## config.mk

```make
export PLATFORM = sky130hd
export DESIGN_NAME = tff_counter_sequencer
export DESIGN_NICKNAME = d
export VERILOG_FILES = /design/src/rtl/tff_counter_sequencer.sv
export SDC_FILE = /design/constraint.sdc
export NUM_CORES = 1
export LEC_CHECK = 0
export CAP_MARGIN = 20
export CORE_UTILIZATION = 49
export CTS_CLUSTER_DIAMETER = 120
export CTS_CLUSTER_SIZE = 14
export DETAILED_ROUTE_END_ITERATION = 10
export PLACE_DENSITY = 0.91
export SYNTH_ARGS = -nofsm -noshare
export SYNTH_HDL_FRONTEND = slang
export SYNTH_SLANG_ARGS = --single-unit
```

## constraint.sdc

```tcl
create_clock -name clk -period 3.59 [get_ports clk]
set_input_delay 0.359 -clock clk [delete_from_list [all_inputs] [get_ports clk]]
set_output_delay 0.359 -clock clk [all_outputs]
set_load 0.01 [all_outputs]
```

## src/rtl/tff_counter_sequencer.sv

```systemverilog
// Run-control sequencer with a programmable-modulo synchronous counter (one-shot or auto-reload).
// Optional down-counting via `define TFF_SEQ_DOWN_EN (adds the dir input).
module tff_counter_sequencer #(
    parameter int unsigned WIDTH         = 3,
    parameter int unsigned DEFAULT_LIMIT = 7
) (
    input  logic             clk,
    input  logic             reset,
    input  logic             start,
    input  logic             stop,
    input  logic             pause,
    input  logic             mode,
`ifdef TFF_SEQ_DOWN_EN
    input  logic             dir,
`endif
    input  logic [WIDTH-1:0] limit,
    output logic [WIDTH-1:0] count,
    output logic             busy,
    output logic             done,
    output logic             wrap,
    output logic [1:0]       state
);

    typedef enum logic [1:0] {
        S_IDLE  = 2'd0,
        S_RUN   = 2'd1,
        S_PAUSE = 2'd2,
        S_DONE  = 2'd3
    } state_e;

    state_e           state_q, state_d;
    logic [WIDTH-1:0] count_q, count_d;
    logic [WIDTH-1:0] limit_q, limit_d;
    logic             mode_q, mode_d;
    logic             dir_q, dir_d;
    logic             busy_q, busy_d;
    logic             done_q, done_d;
    logic             wrap_q, wrap_d;
    logic             dir_in;
    logic             term_c;
    logic [WIDTH-1:0] reload_c;
    logic [WIDTH-1:0] step_c;

`ifdef TFF_SEQ_DOWN_EN
    assign dir_in = dir;
`else
    assign dir_in = 1'b0;
`endif

    // Terminal value, reload value and next count depend on the latched direction.
    assign term_c   = dir_q ? (count_q == '0) : (count_q == limit_q);
    assign reload_c = dir_q ? limit_q : '0;
    assign step_c   = dir_q ? WIDTH'(count_q - 1'b1) : WIDTH'(count_q + 1'b1);

    always_comb begin
        state_d = state_q;
        count_d = count_q;
        limit_d = limit_q;
        mode_d  = mode_q;
        dir_d   = dir_q;
        wrap_d  = 1'b0;
        case (state_q)
            S_IDLE: begin
                if (start && !stop) begin
                    state_d = S_RUN;
                    limit_d = limit;
                    mode_d  = mode;
                    dir_d   = dir_in;
                    count_d = dir_in ? limit : '0;
                end
            end
            S_RUN: begin
                // Pause takes precedence over a terminal match; the match is re-evaluated on resume.
                if (stop) begin
                    state_d = S_IDLE;
                    count_d = '0;
                end else if (pause) begin
                    state_d = S_PAUSE;
                end else if (term_c) begin
                    if (mode_q) begin
                        count_d = reload_c;
                        wrap_d  = 1'b1;
                    end else begin
                        state_d = S_DONE;
                    end
                end else begin
                    count_d = step_c;
                end
            end
            S_PAUSE: begin
                if (stop) begin
                    state_d = S_IDLE;
                    count_d = '0;
                end else if (!pause) begin
                    state_d = S_RUN;
                end
            end
            S_DONE: begin
                state_d = S_IDLE;
            end
            default: begin
                state_d = S_IDLE;
            end
        endcase
        busy_d = (state_d == S_RUN) || (state_d == S_PAUSE);
        done_d = (state_d == S_DONE);
    end

    always_ff @(posedge clk) begin
        if (reset) begin
            state_q <= S_IDLE;
            count_q <= '0;
            limit_q <= WIDTH'(DEFAULT_LIMIT);
            mode_q  <= 1'b0;
            dir_q   <= 1'b0;
            busy_q  <= 1'b0;
            done_q  <= 1'b0;
            wrap_q  <= 1'b0;
        end else begin
            state_q <= state_d;
            count_q <= count_d;
            limit_q <= limit_d;
            mode_q  <= mode_d;
            dir_q   <= dir_d;
            busy_q  <= busy_d;
            done_q  <= done_d;
            wrap_q  <= wrap_d;
        end
    end

    assign count = count_q;
    assign busy  = busy_q;
    assign done  = done_q;
    assign wrap  = wrap_q;
    assign state = state_q;

endmodule

```

==> summary.md <==
The category of the most critical setup path was input pin to flip-flop. The shortest clock period the worst path allows after layout was 2.09 ns; the Yosys warning count was 0. The run finished with clean final reports. The detail route stage leaves a number of antenna-violating nets equal to 0. By count the netlist is led by sky130_fd_sc_hd__dfxtp_1 (12), sky130_fd_sc_hd__a21oi_1 (5).

Summed over all layers, the global routing overflow is 0. The width of the die works out to 38.8 um. In the final timing run, aggregate negative setup slack is 0 ns. For the H-tree depth, the log shows 1. The most used flip-flop cell after synthesis is sky130_fd_sc_hd__dfxtp_1. The worst setup slack for register-to-register paths was 1.80 ns. TritonCTS built the clock tree. For the number of placement rows, the log shows 12. The startpoint identified for the worst hold timing path is mode_q.

The largest individual stage delay along the critical path comes from the cell sky130_fd_sc_hd__clkdlybuf4s50_1. The post-placement setup slack was 1.24 ns. The via total after detailed routing was 567; the final routed wire length divided by cell count was 13.7 um.

Summed over all instances, the cell type with the most area after synthesis is sky130_fd_sc_hd__dfxtp_1. Gates resized during post-CTS repair numbered 0. For the number of buffers created by CTS, the log shows 3. In this run the biggest area consumer among cell types represents 36.2% of the synthesized area. The post-synthesis cell type count was 30. At the later pin of the worst-skew pair, clock insertion delay measures 0.28 ns. The floorplan step defined a die boundary enclosing 1500 um^2.

The first-pass GRT wire length was 2290 um; the share of cells above drive strength 1 was 9.41%. The terminus of the critical flop-to-flop path is count[0]. Setup violations remaining at the end of the flow were counted as 0. The fraction of registers with async set or reset after synthesis is 0%, and the number of clock sinks is 12. Compared with the post-synthesis result, the final layout area differs by 27.0%.

Max-cap violations in this run came to 0. The largest stage delay on the critical path came out at 0.59 ns. Number of antenna violations at the first check in global routing: 0.

The remaining max-slew budget at the tightest pin came out at 67.2%. The height of the die is 38.8 um. After detailed placement, the total cell area comes to 806 um^2. The tools report the global-route total usage across every layer as 23.2%. In this run the power density over the cells is 343 nW/um^2. Static timing analysis puts the maximum clock frequency at 477 MHz. Entering global routing, the biggest net connects 10 pins. The first-pass iteration count of the detailed router came out at 4. The tools report the total wire length as 1360 um. The run gives 3.79 ns as the critical path required time. STA classifies the critical path endpoint as a flip-flop.

In the routed design, unresolved DRC markers number 0. After the last flow step, the layout net total stands at 97. For the final database, setup skew stands at 0.000637 ns.

The highest fanout seen on the critical path is 9, and the count of filler cells inserted in the layout is 101. After detailed routing, the number of vias per cell comes to 5.73. The initial standard-cell utilization of the core is 55.9%. The nature of the critical path startpoint is an input pin.

The final design area excluding fillers is 842 um^2. Yosys mapped a number of flops with a built-in enable equal to 0. The minimum setup slack in the final design came out at 1.50 ns. Clock-pin slew was measured on the worst setup and hold paths at 0.07 ns. The tools report the final-report max-slew violation count as 0.

The end point of the most critical hold path was wrap. The I/O pin total was 17; the starting DRC count in detailed routing was 12. The clock passes through at most 2 buffers.

The area of the core is 1190 um^2, and the cell area after synthesis is 663 um^2. The average size of a mapped cell came out at 9.61 um^2. The reg-to-reg startpoint is state[1].

After clock tree synthesis, the setup repair step added 0 buffers. The count of port buffers added during placement came out at 16. By area the synthesized netlist is led by sky130_fd_sc_hd__dfxtp_1 (36%), sky130_fd_sc_hd__mux2i_1 (6.0%), sky130_fd_sc_hd__xor2_1 (5.3%), sky130_fd_sc_hd__nor3b_1 (4.5%), sky130_fd_sc_hd__xnor2_1 (4.0%). The worst hold path cell count is 1. The synthesis-stage register bit count works out to 12.

The root buffer cell is sky130_fd_sc_hd__clkbuf_4. In this run the worst setup path begins at stop. The antenna diode count is 0. The type of the tightest min-delay check is flip-flop to flip-flop. Synthesis produced a netlist with a net count of 80. Number of global-route vias before repair: 526.

The pin slew with the least headroom to its limit was 0.490 ns; the weighted congestion reported at the end of routability-driven placement was 0.796. The final count of hold timing violations was 0. Yosys instantiated no cell more often than sky130_fd_sc_hd__dfxtp_1. The signal on the critical path passes through clkdlybuf4s50_1, nor4b_4, a211oi_2, or4_1, a21oi_1. The leakage power summed over all cells was 0.314 nW; the worst reg2reg path depth was 4.

The tools report the worst vdd rail ir drop as 0.000232 V. Sequential cells were found to cover 36.2% of the synthesized design area. Hold repair after CTS inserted 0 buffers. Setup repair after global routing left no endpoint under its margin.

Detailed-placement wirelength estimate: 1040 um. The synthesized instance count is 69, and the final cycle utilization of the critical path is 58.3%. For the worst setup path, the data arrival time is 2.30 ns.
## layout make-up
class                           instances  area, um^2  share of cell area (%)
Clock buffer                            4        36.3                    4.31
Sequential cell                        12         240                    28.5
Multi-Input combinational cell         51         380                    45.2
Timing Repair Buffer                   16         160                    19.0
Inverter                                2        7.51                   0.892
Tap cell                               14        17.5                    2.08
## layout by cell type, fill, tap and decap left out, types with 2 or more instances in the layout
cell type / synthesis / layout
sky130_fd_sc_hd__inv_1: 2 / 2
sky130_fd_sc_hd__a21oi_1: 5 / 5
sky130_fd_sc_hd__nor2b_1: 3 / 3
sky130_fd_sc_hd__clkbuf_4: 0 / 3
sky130_fd_sc_hd__nand4_1: 3 / 3
sky130_fd_sc_hd__xnor2_1: 3 / 3
sky130_fd_sc_hd__nor3_1: 2 / 2
sky130_fd_sc_hd__o21ai_0: 2 / 2
sky130_fd_sc_hd__nor3b_1: 4 / 4
sky130_fd_sc_hd__nor2_1: 3 / 3
sky130_fd_sc_hd__mux2i_1: 4 / 4
sky130_fd_sc_hd__dfxtp_1: 12 / 12
sky130_fd_sc_hd__clkdlybuf4s50_1: 0 / 16
sky130_fd_sc_hd__xor2_1: 4 / 4
sky130_fd_sc_hd__nand2_1: 4 / 4
sky130_fd_sc_hd__ha_1: 2 / 2
## metrics by stage
stage / hold WS [ns] / instances / utilization, % / power [W]
final: 0.523 / 99 / 71.0 / 0.000289
after global routing: 0.544 / 99 / 71.0 / 0.000304
after global placement: 0.508 / 95 / 67.9 / 0.000183
after CTS: 0.528 / 99 / 71.0 / 0.000291
after detailed placement: 0.515 / 95 / 67.9 / 0.000185
after floorplan: 0.487 / 69 / - / 0.000169
## power by group
part / total [W] / switching [W] / internal (W)
sequential: 0.000142 / 0.00000505 / 0.000137
combinational: 0.0000401 / 0.0000181 / 0.0000220
clock: 0.000107 / 0.0000451 / 0.0000617
## sequential cells by signal (all words and copies together), names as in the netlist
signal and flops:
busy 1, count 3, done 1, limit_q 3, mode_q 1, state 2, wrap 1
## worst max path at each step
stage,end,cells past startpoint
detailed placement,count[0],5
finish,count[0],5
CTS,count[0],5
global placement,count[0],5
floorplan,count[0],5
global route,count[0],5
## kinds of logic after synthesis
| family | synth area share (%) |
|---|---|
| simple gates | 27.2 |
| flops | 36.2 |
| compound gates | 11.1 |
| xor+xnor | 9.25 |
| buf+inv | 6.41 |
| mux | 6.04 |
| fa+ha+maj | 3.77 |
## worst max-delay path, delay by kind of cell
kind,cells,cell delay (ns)
simple gates,2,1.07
buf+inv,1,0.59
compound gates,2,0.27
## per-layer routing
layer	routed length (um)	global-route usage [%]	vias to the layer above
li1	-	-	282
met1	622	29.0	265
met2	646	34.2	16
met3	67	11.0	4
met4	25	8.62	0
met5	0	0	-
Power figures use the tool's default switching activity.
